## src/rtl/decode_stage.sv

```systemverilog
// decode_stage: registered RV32I decoder sitting between fetch and execute.
// Decodes all base formats, sign-extends immediates to XLEN, flags illegal
// encodings and holds the decoded bundle behind a valid/ready register with
// flush support. Every out_* signal is driven straight from a flop.
module decode_stage #(
    parameter int unsigned XLEN   = 32,
    parameter int unsigned REG_AW = 5
) (
    input  logic              clk,
    input  logic              rst,
    input  logic              in_valid,
    output logic              in_ready,
    input  logic [31:0]       in_instr,
    input  logic [XLEN-1:0]   in_pc,
    input  logic              flush,
    output logic              out_valid,
    input  logic              out_ready,
    output logic [XLEN-1:0]   out_pc,
    output logic [REG_AW-1:0] out_rs1,
    output logic [REG_AW-1:0] out_rs2,
    output logic [REG_AW-1:0] out_rd,
    output logic [XLEN-1:0]   out_imm,
    output logic [3:0]        out_alu_op,
    output logic              out_sel_a,
    output logic              out_sel_b,
    output logic              out_reg_wr,
    output logic              out_mem_wr,
    output logic              out_mem_rd,
    output logic [1:0]        out_wb_sel,
    output logic [2:0]        out_rd_wr_mem,
    output logic              out_branch,
    output logic              out_jump,
    output logic              out_illegal
);

    typedef enum logic [6:0] {
        OPC_LUI    = 7'b0110111,
        OPC_AUIPC  = 7'b0010111,
        OPC_JAL    = 7'b1101111,
        OPC_JALR   = 7'b1100111,
        OPC_BRANCH = 7'b1100011,
        OPC_LOAD   = 7'b0000011,
        OPC_STORE  = 7'b0100011,
        OPC_OPIMM  = 7'b0010011,
        OPC_OP     = 7'b0110011
    } opcode_e;

    typedef enum logic [1:0] {
        WB_ALU = 2'b00,
        WB_MEM = 2'b01,
        WB_PC4 = 2'b10
    } wb_sel_e;

    typedef enum logic [3:0] {
        ALU_ADD    = 4'b0000,
        ALU_PASS_B = 4'b1111
    } alu_op_e;

    typedef struct packed {
        logic [XLEN-1:0]   pc;
        logic [REG_AW-1:0] rs1;
        logic [REG_AW-1:0] rs2;
        logic [REG_AW-1:0] rd;
        logic [XLEN-1:0]   imm;
        logic [3:0]        alu_op;
        logic              sel_a;
        logic              sel_b;
        logic              reg_wr;
        logic              mem_wr;
        logic              mem_rd;
        wb_sel_e           wb_sel;
        logic [2:0]        funct3;
        logic              branch;
        logic              jump;
        logic              illegal;
    } bundle_t;

    // Instruction fields
    logic [6:0]      opcode;
    logic [2:0]      funct3;
    logic [6:0]      funct7;
    logic [XLEN-1:0] imm_i;
    logic [XLEN-1:0] imm_s;
    logic [XLEN-1:0] imm_b;
    logic [XLEN-1:0] imm_u;
    logic [XLEN-1:0] imm_j;

    bundle_t dec;
    bundle_t bundle_q, bundle_d;
    logic    valid_q, valid_d;
    logic    load;

    assign opcode = in_instr[6:0];
    assign funct3 = in_instr[14:12];
    assign funct7 = in_instr[31:25];

    assign imm_i = XLEN'($signed(in_instr[31:20]));
    assign imm_s = XLEN'($signed({in_instr[31:25], in_instr[11:7]}));
    assign imm_b = XLEN'($signed({in_instr[31], in_instr[7], in_instr[30:25],
                                  in_instr[11:8], 1'b0}));
    assign imm_u = XLEN'($signed({in_instr[31:12], 12'b0}));
    assign imm_j = XLEN'($signed({in_instr[31], in_instr[19:12], in_instr[20],
                                  in_instr[30:21], 1'b0}));

    // Combinational decode of the incoming instruction into a bundle
    always_comb begin
        dec         = '0;
        dec.pc      = in_pc;
        dec.rs1     = REG_AW'(in_instr[19:15]);
        dec.rs2     = REG_AW'(in_instr[24:20]);
        dec.rd      = REG_AW'(in_instr[11:7]);
        dec.funct3  = funct3;
        dec.alu_op  = ALU_ADD;
        dec.wb_sel  = WB_ALU;

        case (opcode)
            OPC_OP: begin
                dec.alu_op  = {funct3, in_instr[30]};
                dec.reg_wr  = 1'b1;
                dec.illegal = !((funct7 == 7'b0000000) ||
                                ((funct7 == 7'b0100000) &&
                                 ((funct3 == 3'b000) || (funct3 == 3'b101))));
            end
            OPC_OPIMM: begin
                dec.imm     = imm_i;
                dec.sel_b   = 1'b1;
                dec.alu_op  = {funct3, (funct3 == 3'b101) ? in_instr[30] : 1'b0};
                dec.reg_wr  = 1'b1;
                if (funct3 == 3'b001)
                    dec.illegal = (funct7 != 7'b0000000);
                else if (funct3 == 3'b101)
                    dec.illegal = !((funct7 == 7'b0000000) || (funct7 == 7'b0100000));
            end
            OPC_LOAD: begin
                dec.imm     = imm_i;
                dec.sel_b   = 1'b1;
                dec.mem_rd  = 1'b1;
                dec.wb_sel  = WB_MEM;
                dec.reg_wr  = 1'b1;
                dec.illegal = (funct3 == 3'b011) || (funct3 == 3'b110) ||
                              (funct3 == 3'b111);
            end
            OPC_STORE: begin
                dec.imm     = imm_s;
                dec.sel_b   = 1'b1;
                dec.mem_wr  = 1'b1;
                dec.illegal = (funct3 > 3'b010);
            end
            OPC_BRANCH: begin
                dec.imm     = imm_b;
                dec.sel_a   = 1'b1;
                dec.sel_b   = 1'b1;
                dec.branch  = 1'b1;
                dec.illegal = (funct3 == 3'b010) || (funct3 == 3'b011);
            end
            OPC_LUI: begin
                dec.imm     = imm_u;
                dec.sel_b   = 1'b1;
                dec.alu_op  = ALU_PASS_B;
                dec.reg_wr  = 1'b1;
            end
            OPC_AUIPC: begin
                dec.imm     = imm_u;
                dec.sel_a   = 1'b1;
                dec.sel_b   = 1'b1;
                dec.reg_wr  = 1'b1;
            end
            OPC_JAL: begin
                dec.imm     = imm_j;
                dec.sel_a   = 1'b1;
                dec.sel_b   = 1'b1;
                dec.jump    = 1'b1;
                dec.wb_sel  = WB_PC4;
                dec.reg_wr  = 1'b1;
            end
            OPC_JALR: begin
                dec.imm     = imm_i;
                dec.sel_b   = 1'b1;
                dec.jump    = 1'b1;
                dec.wb_sel  = WB_PC4;
                dec.reg_wr  = 1'b1;
                dec.illegal = (funct3 != 3'b000);
            end
            default: begin
                dec.illegal = 1'b1;
            end
        endcase

        // An illegal bundle still travels down the pipe but must not
        // change architectural state.
        if (dec.illegal) begin
            dec.reg_wr = 1'b0;
            dec.mem_wr = 1'b0;
            dec.mem_rd = 1'b0;
            dec.branch = 1'b0;
            dec.jump   = 1'b0;
        end
        if (in_instr[11:7] == 5'd0)
            dec.reg_wr = 1'b0;
    end

    // Handshake and next-state selection for the pipeline register
    always_comb begin
        in_ready = !valid_q || out_ready;
        load     = in_valid && in_ready && !flush;
        if (flush)
            valid_d = 1'b0;
        else if (in_ready)
            valid_d = in_valid;
        else
            valid_d = valid_q;
        bundle_d = load ? dec : bundle_q;
    end

    // Pipeline register, cleared asynchronously on reset
    always_ff @(posedge clk or posedge rst) begin
        if (rst) begin
            valid_q  <= 1'b0;
            bundle_q <= '0;
        end else begin
            valid_q  <= valid_d;
            bundle_q <= bundle_d;
        end
    end

    assign out_valid     = valid_q;
    assign out_pc        = bundle_q.pc;
    assign out_rs1       = bundle_q.rs1;
    assign out_rs2       = bundle_q.rs2;
    assign out_rd        = bundle_q.rd;
    assign out_imm       = bundle_q.imm;
    assign out_alu_op    = bundle_q.alu_op;
    assign out_sel_a     = bundle_q.sel_a;
    assign out_sel_b     = bundle_q.sel_b;
    assign out_reg_wr    = bundle_q.reg_wr;
    assign out_mem_wr    = bundle_q.mem_wr;
    assign out_mem_rd    = bundle_q.mem_rd;
    assign out_wb_sel    = bundle_q.wb_sel;
    assign out_rd_wr_mem = bundle_q.funct3;
    assign out_branch    = bundle_q.branch;
    assign out_jump      = bundle_q.jump;
    assign out_illegal   = bundle_q.illegal;

endmodule

```

## config.mk

```make
export PLATFORM = sky130hd
export DESIGN_NAME = decode_stage
export DESIGN_NICKNAME = d
export VERILOG_FILES = /design/src/rtl/decode_stage.sv
export SDC_FILE = /design/constraint.sdc
export NUM_CORES = 1
export LEC_CHECK = 0
export CAP_MARGIN = 20
export CORE_ASPECT_RATIO = 0.75
export CORE_MARGIN = 5
export CORE_UTILIZATION = 30
export CTS_CLUSTER_SIZE = 10
export DETAILED_ROUTE_END_ITERATION = 12
export GPL_TIMING_DRIVEN = 0
export PLACE_DENSITY_LB_ADDON = 0.25
export SYNTH_ARGS = -nofsm -noshare
export SYNTH_HDL_FRONTEND = slang
export SYNTH_SLANG_ARGS = --single-unit
```

## constraint.sdc

```tcl
create_clock -name clk -period 3.72 [get_ports clk]
set_input_delay 0.744 -clock clk [delete_from_list [all_inputs] [get_ports clk]]
set_output_delay 0.744 -clock clk [all_outputs]
set_load 0.01 [all_outputs]
```

* After elaboration in Yosys (flattened, before gate mapping)
Index checks and enable logic that the tools add are counted.
Storage, ports and cells: output and inout port bits 98, flip-flop bits (word level) 97, bits of input ports 69, logic and storage cells 80
Cells by class: order comparisons 1, equality and inequality tests 16, mux-type cells 19, reductions and logical operators 27
Operators with widths (count):
- 32-bit case mux with 5 select lines | 1
- 7-bit by 6-bit == test with 1-bit output, second input constant | 4
- 7-bit == test, second input constant | 3
- 7-bit by 5-bit == test with 1-bit output, second input constant | 2
- 1-bit two-way mux | 13
- 4-bit case mux with 3 select lines | 1
- 3-bit == test, second input constant | 3
- 3-bit OR reduction | 3
- 8-bit OR reduction | 1
- 7-bit by 2-bit == test with 1-bit output, second input constant | 1
- 7-bit zero test | 1
- 1-bit logical OR | 7
- 1-bit case mux with 7 select lines | 1
- 7-bit nonzero test | 1
- 7-bit OR reduction | 1
- 3-bit by 2-bit == test with 1-bit output, second input constant | 2
- 5-bit zero test | 1
- 1-bit zero test | 4
- 2-bit case mux with 2 select lines | 1
- 2-bit OR reduction | 2
- 3-bit by 1-bit == test with 1-bit output, second input constant | 1
- 3-bit by 2-bit > comparator with 1-bit output, second input constant | 1
- 1-bit logical AND | 3
- 3-bit zero test | 1
- other kinds (4) | 4

* Logic depth before layout (Yosys ltp)
Gate-level depths: netlist of run 1.
depth in word-level cells 8, depth in mapped cells 8, mapped depth without buffers 6

* Least setup slack after synthesis of run 1
Ideal clock, no wire load.
path type input to register, from in in_instr[14], to reg bundle_q (netlist bit out_illegal), arrival 1795 ps, setup slack 1806 ps, stages on the path 6, library setup time 119 ps, required time 3601 ps, path buffers 1, path through buf_2 -> o21ai_0 -> a211oi_2 -> nor4_4 -> o31ai_2 -> o21a_1
On the way: longest elaborated chain between the ends 6, elaborated cells between the ends (all ways) 19, classes of those cells order compare: 1; eq/ne: 6; mux: 3; reduce/logical: 9
RTL lines:
- start: declaration | RTL line 13 | input logic [31:0] in_instr,
- 3-bit == test / 3-bit zero test (equally long branches) | RTL line 122, 131
- 1-bit logical OR | RTL line 122 | ((funct3 == 3'b000) || (funct3 == 3'b101))));
- 1-bit logical AND | RTL line 121 | ((funct7 == 7'b0100000) &&
- 1-bit logical OR | RTL line 120 | dec.illegal = !((funct7 == 7'b0000000) ||
- 1-bit zero test | RTL line 120
- 1-bit case mux with 7 select lines (*) | RTL line 116 | case (opcode)
- end signal: assignment | RTL line 222 | bundle_q <= bundle_d;
- end: declaration | RTL line 89 | bundle_t bundle_q, bundle_d;
Mark *: on every way between the ends. The rest lies on a longest branch, timed or not. A chain may end at the register's enable or synchronous reset.

* Worst setup path in the final report of run 1
from in out_ready, to out in_ready
On the way: longest elaborated chain between the ends 1
RTL lines:
- start: declaration | RTL line 17 | input logic out_ready,
- 1-bit logical OR | RTL line 204 | in_ready = !valid_q || out_ready;
- end: declaration | RTL line 12 | output logic in_ready,
Every way passes these cells.

==> results of run 1 <==
[through the flow]
step / hold WS, ns / TNS, ns / power [uW]
finish: 0.4743 / 0 / 2709
global route: 0.5014 / 0 / 2846
detailed placement: 0.4613 / 0 / 1782
global placement: 0.4561 / -103.80 / 1767
CTS: 0.4780 / 0 / 2747
floorplan: 0.5114 / 0 / 1426
[logic make-up after synthesis]
kind of cell,synth area share [%]
flops,56.92
mux,0.2641
simple gates,27.55
buf+inv,3.374
compound gates,11.47
xor+xnor,0.4109
[worst max-delay path: cells and delay by family]
kind,cells,cell delay (ns)
simple gates,1,0.22
buf+inv,3,1.01
[power by group through the flow]
stage | sequential [uW] | combinational, uW | clock (uW)
final | 1200 | 554 | 953
after global routing | 1220 | 605 | 1020
after detailed placement | 1220 | 561 | 0
after floorplan | 1260 | 162 | 0
after CTS | 1200 | 563 | 981
after global placement | 1220 | 550 | 0
[cell type report]
| cell class | count | area [um^2] | area share (%) |
|---|---|---|---|
| plain buffers | 27 | 125.1 | 1.933 |
| clock inverters | 4 | 51.30 | 0.7926 |
| multi-input cells | 333 | 1693 | 26.15 |
| inverters | 5 | 21.27 | 0.3286 |
| flip-flops and latches | 97 | 2427 | 37.50 |
| repair buffers | 166 | 1679 | 25.94 |
| clock buffers | 12 | 256.5 | 3.963 |
| well taps | 175 | 219.0 | 3.383 |
[state kept, by name, summed over array words and instances, names as in the netlist]
register and count:
out_alu_op 4, out_branch 1, out_illegal 1, out_imm 32, out_jump 1, out_mem_rd 1
out_mem_wr 1, out_pc 32, out_rd 5, out_rd_wr_mem 3, out_reg_wr 1, out_rs1 5
out_rs2 5, out_sel_a 1, out_sel_b 1, out_valid 1, out_wb_sel 2
[layout by cell type (no fill, tap or decap), types with 4 or more instances in the layout]
master           instances
buf_2                   13
a221oi_1                 4
nand2b_1                 5
nand2_1                188
nor2_1                  22
a21oi_1                 13
nand3_1                 27
o21ai_1                 16
clkbuf_16                9
clkdlybuf4s50_1        165
clkbuf_1                12
o21ai_0                  6
a22o_1                  11
dfrtp_1                 97
[cell usage after synthesis (2+ instances only)]
| library cell | n |
|---|---|
| nor2_1 | 22 |
| and2_1 | 3 |
| nand3_1 | 27 |
| o21a_1 | 3 |
| nand2_1 | 188 |
| inv_1 | 4 |
| a22o_1 | 11 |
| nor4_4 | 3 |
| o21ai_0 | 6 |
| a31oi_1 | 2 |
| nand3b_1 | 2 |
| a221oi_1 | 4 |
| nand2b_1 | 5 |
| clkbuf_1 | 11 |
| o21ai_1 | 16 |
| buf_2 | 13 |
| buf_1 | 2 |
| dfrtp_1 | 97 |
| nor2b_1 | 2 |
| xor2_1 | 2 |
| a21oi_1 | 13 |
| nor3_1 | 2 |
[worst max-delay path by stage]
stage | startpoint | to | slack [ns] | cells after the start
finish | out_ready | in_ready | 1.01 | 4
global route | out_ready | in_ready | 0.90 | 4
CTS | out_ready | in_ready | 1.0 | 4
detailed placement | in_instr[5] | out_imm[0] | 0.85 | 6
global placement | rst | out_pc[29] | -1.08 | 2
floorplan | rst | out_alu_op[0] | 0.44 | 1
[routing by layer]
metal / global-route usage, % / vias to the layer above
li1: - / 1878
met1: 22.75 / 1867
met5: 0 / -
met3: 8.086 / 10
met2: 25.26 / 153
met4: 3.973 / 0
==> reports/metrics.yaml, run 1 <==
pwr-share-comb_pct: 20.4
grt_overflow: 0
crit_type: "in2out"
synthToLayoutAreaGrowth_pct: 51.79
synth_edf_count: 0
cts_made_buffers: 9
pwr-share-seq_pct: 44.4
cts_tree: "done"
place_inst: 803
place_ws_ns: 0.8527
drt_iter0_markers: 186
p_sw_share_pct: 26.26
top_layer_used: "met4"
r2r_end: "out_pc[4]"
synthesis.nets: 531
synth_async_sr_flop_share_pct: 100.0
antennaDiodeCount: 0
setup_viol: 0
drive_above_1_share_pct: 7.298
firstDrtPassIters: 5
leakage_uw: 0.002924
crit_chain: "clkdlybuf4s50_1 > nor2b_1 > inv_1 > clkdlybuf4s50_1"
antenna_left: 0
critPathMostFrequentCell: "clkdlybuf4s50_1"
final_cell_area_um2: 6472
initial_utilization_pct: 30.81
r2r_cells: 6
ys.flop_type: "dfrtp_1"
synth-seq-cells: 97
power.switching_uw: 711.3
ys_types: 46
hold_violations: 0
rsz0062_at_grt: "no"
min_path_type: "reg2reg"
syn_avg_cell_area_um2: 9.230
h-tree-depth: 3
root_buffer: "clkbuf_16"
reg2reg_from: "out_valid"
synth.largest_area_cell: "dfrtp_1"
die_h_um: 113.3
synth.area.top_cells: "dfrtp_1, nand2_1, nand3_1"
wl_met3_mm: 1.654
post_cts_buffers: 0
postCtsResizedCells: 0
slew_viol_final: 0
hold_start: "out_pc[2]"
clock_power_share_pct: 35.2
clock_skew_ns: 0.005494
gp_congestion: 0.8808
finalNetCount: 708
power_density_nw_per_um2: 418.6
yosysSeqAreaShare_pct: 56.92
antenna_found_initial: 0
setup_ws_ns: 1.007
worstHoldPathCells: 2
grt_max_degree: 59
wl_met2_mm: 6.034
dpl.hpwl_mm: 10.68
slowest_delay_ns: 0.49
internal-power_uw: 1998
core_area_um2: 13840
yosys_warnings: 0
ir_drop_mv: 0.2027
clkLatencyLatePin_ns: 0.33
fill_cells: 1291
cp.required_ns: 2.98
status: "finished clean"
num_vias: 3908
grt_usage_pct: 17.06
grt_pass1_vias: 4060
fmax_mhz: 368.6
drc_errors: 0
vias_per_cell: 4.772
cts_hold_repair.buffers: 0
grt_pass1_wl_mm: 22.47
final_cell_count_no_fill: 819
synth.cell_area_um2: 4264
placed_area_um2: 6165
wl_per_cell_um: 17.27
path_max_fanout: 3
tightest_slew_ns: 0.6400
drt-met1-wl_mm: 6.305
worst_ep_arrival_time_ns: 1.97
syn_inst: 462
die_area_um2: 16720
portBuffers: 165
path_clk_slew_ns: 0.07
drt-total-wl_mm: 14.15
clock_sinks: 97
crit_path_top_delay_cell: "clkdlybuf4s50_1"
end_kind: "primary output"
cts_buffer_depth: 2
die_x_um: 147.7
rows: 37
worst_setup_path_start_kind: "primary input"
fin_crit_ns: 2.713
max_slew_margin_pct: 57.33
rrSetupSlack_ns: 1.82
io_pins: 167
maxCapViolations: 0
period_share_pct: 72.92
post-route-util_pct: 46.76
yosys.area.top_type_share_pct: 56.92
min_to: "out_pc[2]"
(Power assumes the default switching activity.)
==> run 2: changes to the inputs <==
==> constraint.sdc (replaced) <==
create_clock -name clk -period 2.3 [get_ports clk]
set_input_delay 0.46 -clock clk [delete_from_list [all_inputs] [get_ports clk]]
set_output_delay 0.46 -clock clk [all_outputs]
set_load 0.01 [all_outputs]
==> run 2 against run 1 <==
Effect of this change: die area unchanged; routed wire length increased by 2.0%; sequential power increased by 63%; highest routed layer unchanged; cell area about the same; largest power group unchanged; combinational power increased by 63%; setup slack got worse by 0.86 ns; critical path depth unchanged; hold slack got worse by 0.030 ns.
==> reports/metrics.yaml, run 2 (synthesis gave the netlist of run 1 again) <==
status: "finished clean"
period_share_pct: 93.50
root_buffer: "clkbuf_16"
clkLatencyLatePin_ns: 0.34
final_cell_area_um2: 6476
placed_area_um2: 6178
antenna_found_initial: 0
power_density_nw_per_um2: 674.0
fill_cells: 1329
vias_per_cell: 4.823
initial_utilization_pct: 30.81
wl_per_cell_um: 17.59
post-route-util_pct: 46.79
cts_buffer_depth: 2
slew_viol_final: 0
core_area_um2: 13840
drive_above_1_share_pct: 7.442
path_max_fanout: 3
worst_ep_arrival_time_ns: 1.69
num_vias: 3955
pwr-share-seq_pct: 44.6
grt_overflow: 0
drc_errors: 0
setup_viol: 0
setup-tns-final_ns: 0
clock_skew_ns: 0.004714
ir_drop_mv: 0.3348
die_x_um: 147.7
finalNetCount: 709
h-tree-depth: 3
max_slew_margin_pct: 43.63
io_pins: 167
pwr-share-comb_pct: 20.6
synthToLayoutAreaGrowth_pct: 51.88
die_area_um2: 16720
layout_commonest_cell: "nand2_1"
post_cts_buffers: 0
clock_power_share_pct: 34.8
rows: 37
antenna_left: 0
internal-power_uw: 3200
grt_pass1_wl_mm: 23.18
dpl.hpwl_mm: 10.97
antennaDiodeCount: 0
gp_congestion: 0.9098
grt_pass1_vias: 4205
firstDrtPassIters: 4
power.switching_uw: 1165
postCtsResizedCells: 0
cts_hold_repair.buffers: 0
min_path_type: "in2reg"
drt_iter0_markers: 239
fin_crit_ns: 2.150
crit_type: "in2out"
maxCapViolations: 0
leakage_uw: 0.002919
layout_common_cells: "nand2_1, clkdlybuf4s50_1, dfrtp_1"
fmax_mhz: 465.0
tightest_slew_ns: 0.8437
path_clk_slew_ns: 0.07
grt_max_degree: 39
cp.required_ns: 1.84
clock_sinks: 97
p_sw_share_pct: 26.69
hold_violations: 0
cts_made_buffers: 9
die_h_um: 113.3
rsz0062_at_grt: "no"
portBuffers: 165
worst_setup_path_start_kind: "primary input"
end_kind: "primary output"
drt-total-wl_mm: 14.42
cts_tree: "done"
grt_usage_pct: 17.60
## run 2: cell count changes in the layout (fill, tap and decap cells not counted)
cell / delta
clkbuf_8: -1
clkinv_2: +1
buf_12: +2
clkinv_4: -1
clkinvlp_4: +2
inv_4: -1
buf_16: -1
## run 2: area by class of cell
class                           count  area [um^2]  share of cell area, %
Clock inverter                      5        55.05                 0.8501
Buffer                             27        125.1                  1.932
Tap cell                          175        219.0                  3.381
Multi-Input combinational cell    333         1693                  26.14
Timing Repair Buffer              167         1692                  26.12
Inverter                            5        22.52                 0.3478
Sequential cell                    97         2427                  37.48
Clock buffer                       11        242.7                  3.748
## run 2: stage by stage
step	hold WS, ns	setup slack [ns]	total power, uW	instances
2_1_floorplan	0.5114	0.6697	2307	462
3_3_place_gp	0.4582	-0.3507	2858	802
3_5_place_dp	0.4621	-0.1781	2885	804
4_1_cts	0.4370	0.1509	4427	820
5_1_grt	0.4514	0.01445	4588	820
6_report	0.4446	0.1496	4365	820
## run 2: routing by layer
layer	global-route usage [%]	wire, um	part of all wire, %
met5	0	0	0
met4	3.538	133	0.92
met3	7.926	1670	12
met2	25.93	6075	42
met1	24.05	6544	45
## run 2: final timing paths
check / startpoint / cells past startpoint / slack [ns] / endpoint
min reg2reg: out_pc[24] / 2 / 0.47 / out_pc[24]
max in group asynchronous: rst / 4 / 0.80 / out_rs2[1]
min in group asynchronous: rst / 2 / 0.64 / out_imm[28]
max reg2reg: out_valid / 6 / 0.41 / out_pc[16]
min: in_instr[14] / 3 / 0.44 / out_rd_wr_mem[2]
max: out_ready / 4 / 0.15 / in_ready
## run 2: critical path, stage by stage
cell and delay (ns):
clkdlybuf4s50_1 0.40, nor2b_1 0.21, inv_1 0.12, clkdlybuf4s50_1 0.49
## run 2: power by group through the flow
stage          clock network (uW)  logic, uW  registers, uW
3_3_place_gp                    0        891           1970
3_5_place_dp                    0        910           1980
4_1_cts                      1560        914           1950
5_1_grt                      1640        981           1970
6_report                     1520        901           1950
2_1_floorplan                   0        263           2040
==> run 3: changes to the inputs <==
--- a/config.mk
+++ b/config.mk
@@ -6,13 +6,13 @@
 export NUM_CORES = 1
 export LEC_CHECK = 0
 export CAP_MARGIN = 20
-export CORE_ASPECT_RATIO = 0.75
 export CORE_MARGIN = 5
 export CORE_UTILIZATION = 30
 export CTS_CLUSTER_SIZE = 10
 export DETAILED_ROUTE_END_ITERATION = 12
 export GPL_TIMING_DRIVEN = 0
 export PLACE_DENSITY_LB_ADDON = 0.25
+export RECOVER_POWER = 50
 export SYNTH_ARGS = -nofsm -noshare
 export SYNTH_HDL_FRONTEND = slang
 export SYNTH_SLANG_ARGS = --single-unit
==> constraint.sdc (replaced) <==
create_clock -name clk -period 2.6 [get_ports clk]
set_input_delay 0.52 -clock clk [delete_from_list [all_inputs] [get_ports clk]]
set_output_delay 0.52 -clock clk [all_outputs]
set_load 0.01 [all_outputs]
==> run 3 against run 2 <==
Effect of this change: critical path depth up 2; utilization shrank 0.41 points; power down 14%; highest routed layer unchanged.
==> reports/metrics.yaml, run 3 (synthesis gave the netlist of run 1 again) <==
status: "finished clean"
period_share_pct: 88.16
drt_iter0_markers: 185
power_density_nw_per_um2: 581.3
worst-path-buf-inv: 2
h-tree-depth: 3
max_slew_margin_pct: 44.61
tightest_slew_ns: 0.8263
cts_buffer_depth: 2
fin_crit_ns: 2.292
setup-tns-final_ns: 0
postCtsResizedCells: 0
layout_common_cells: "nand2_1, clkdlybuf4s50_1, dfrtp_1"
rows: 43
cts_hold_repair.buffers: 0
ir_drop_mv: 0.3083
layout_commonest_cell: "nand2_1"
rsz0062_at_grt: "no"
antenna_left: 0
firstDrtPassIters: 4
initial_utilization_pct: 30.60
worst_hold_slack_ns: 0.4672
gp_congestion: 0.8786
startpoint: "in_instr[6]"
leakage_uw: 0.003011
internal-power_uw: 2750
seq_area_um2: 2427
r2r_end: "out_rs2[0]"
grt_pass1_vias: 4104
die_x_um: 129.2
finalNetCount: 709
end_kind: "flip-flop"
root_buffer: "clkbuf_16"
drive_above_1_share_pct: 7.309
core_area_um2: 13930
die_h_um: 129.2
path_depth: 6
clock_skew_ns: 0.003253
die_area_um2: 16700
min_path_type: "reg2reg"
drt-total-wl_mm: 14.04
pwr-share-comb_pct: 20.3
clock_power_share_pct: 34.1
grt_overflow: 0
reg2reg_from: "out_valid"
cp_top_family: "buffers and inverters"
cp.required_ns: 2.83
cts_made_buffers: 9
r2r_cells: 5
hold_violations: 0
worst_ep_arrival_time_ns: 2.52
clkLatencyLatePin_ns: 0.35
path_max_fanout: 10
vias_per_cell: 4.767
path_clk_slew_ns: 0.06
grt_usage_pct: 17.42
slew_viol_final: 0
worst_setup_path_start_kind: "primary input"
pwr-share-seq_pct: 45.6
post_cts_buffers: 0
place_inst: 809
wl_per_cell_um: 17.06
final_cell_count_no_fill: 823
cts_tree: "done"
io_pins: 167
power.switching_uw: 1007
portBuffers: 165
crit_chain: "clkdlybuf4s50_1 > nand4b_2 > o32ai_4 > o31ai_1 > buf_2 > o21ai_1"
slowest_delay_ns: 0.57
p_sw_share_pct: 26.79
antennaDiodeCount: 0
num_vias: 3923
grt_max_degree: 43
multi_input_area_um2: 1693
setup_viol: 0
crit_path_top_delay_cell: "clkdlybuf4s50_1"
fill_cells: 1318
dpl.hpwl_mm: 10.69
antenna_found_initial: 0
synthToLayoutAreaGrowth_pct: 51.56
grt_pass1_wl_mm: 22.47
rrSetupSlack_ns: 0.75
drc_errors: 0
maxCapViolations: 0
endpoint: "out_imm[17]"
fmax_mhz: 436.2
crit_type: "in2reg"
clock_sinks: 97
==> run 3: cell count changes in the layout (fill, tap and decap cells not counted), sizes merged <==
cell,delta
bufinv,-1
clkbuf,+1
clkdlybuf4s50,-48
clkinvlp,-2
dlygate4sd3,+48
==> run 3: final cells by class <==
type / count / share of cell area, %
plain buffers: 27 / 1.936
clock buffers: 12 / 4.124
clock inverters: 2 / 0.2130
inverters: 5 / 0.3098
multi-input cells: 333 / 26.20
flip-flops and latches: 97 / 37.56
well taps: 180 / 3.485
repair buffers: 167 / 26.18
==> run 3: through the flow <==
stage / power (uW) / cell area (um^2) / worst slack [ns] / util (%)
floorplan: 2040 / 4268 / 0.9097 / -
global placement: 2524 / 6145 / -0.06798 / 44.10
detailed placement: 2547 / 6185 / -0.07222 / 44.38
CTS: 3845 / 6465 / 0.2958 / 46.39
global route: 3943 / 6462 / 0.1799 / 46.38
finish: 3756 / 6462 / 0.3077 / 46.38
==> run 3: how the worst min path moves through the flow <==
stage	slack [ns]	startpoint	cells after the start	end
floorplan	0.51	out_pc[0]	2	out_pc[0]
finish	0.47	out_pc[25]	2	out_pc[25]
detailed placement	0.46	out_wb_sel[0]	2	out_wb_sel[0]
global route	0.49	out_rd[4]	2	out_rd[4]
global placement	0.46	out_pc[14]	2	out_pc[14]
CTS	0.48	out_rd[4]	2	out_rd[4]
==> run 3: routing by layer <==
| metal | share of wire (%) | up-vias | track usage [%] |
|---|---|---|---|
| met1 | 43 | 1885 | 22.73 |
| met4 | 2.0 | 0 | 6.362 |
| met3 | 8.1 | 18 | 4.617 |
| li1 | - | 1892 | - |
| met5 | 0 | - | 0 |
| met2 | 47 | 128 | 27.93 |
==> run 3: worst min-delay path, stage by stage, from the launching register on <==
cell	delay (ns)
dfrtp_1	0.33
nand2_1	0.05
nand2_1	0.05
==> run 3: power groups by stage <==
stage	logic (uW)	clock network (uW)	registers, uW
after global routing	838	1370	1730
after CTS	806	1320	1720
after detailed placement	803	0	1740
after floorplan	232	0	1810
after global placement	783	0	1740
final	761	1280	1710
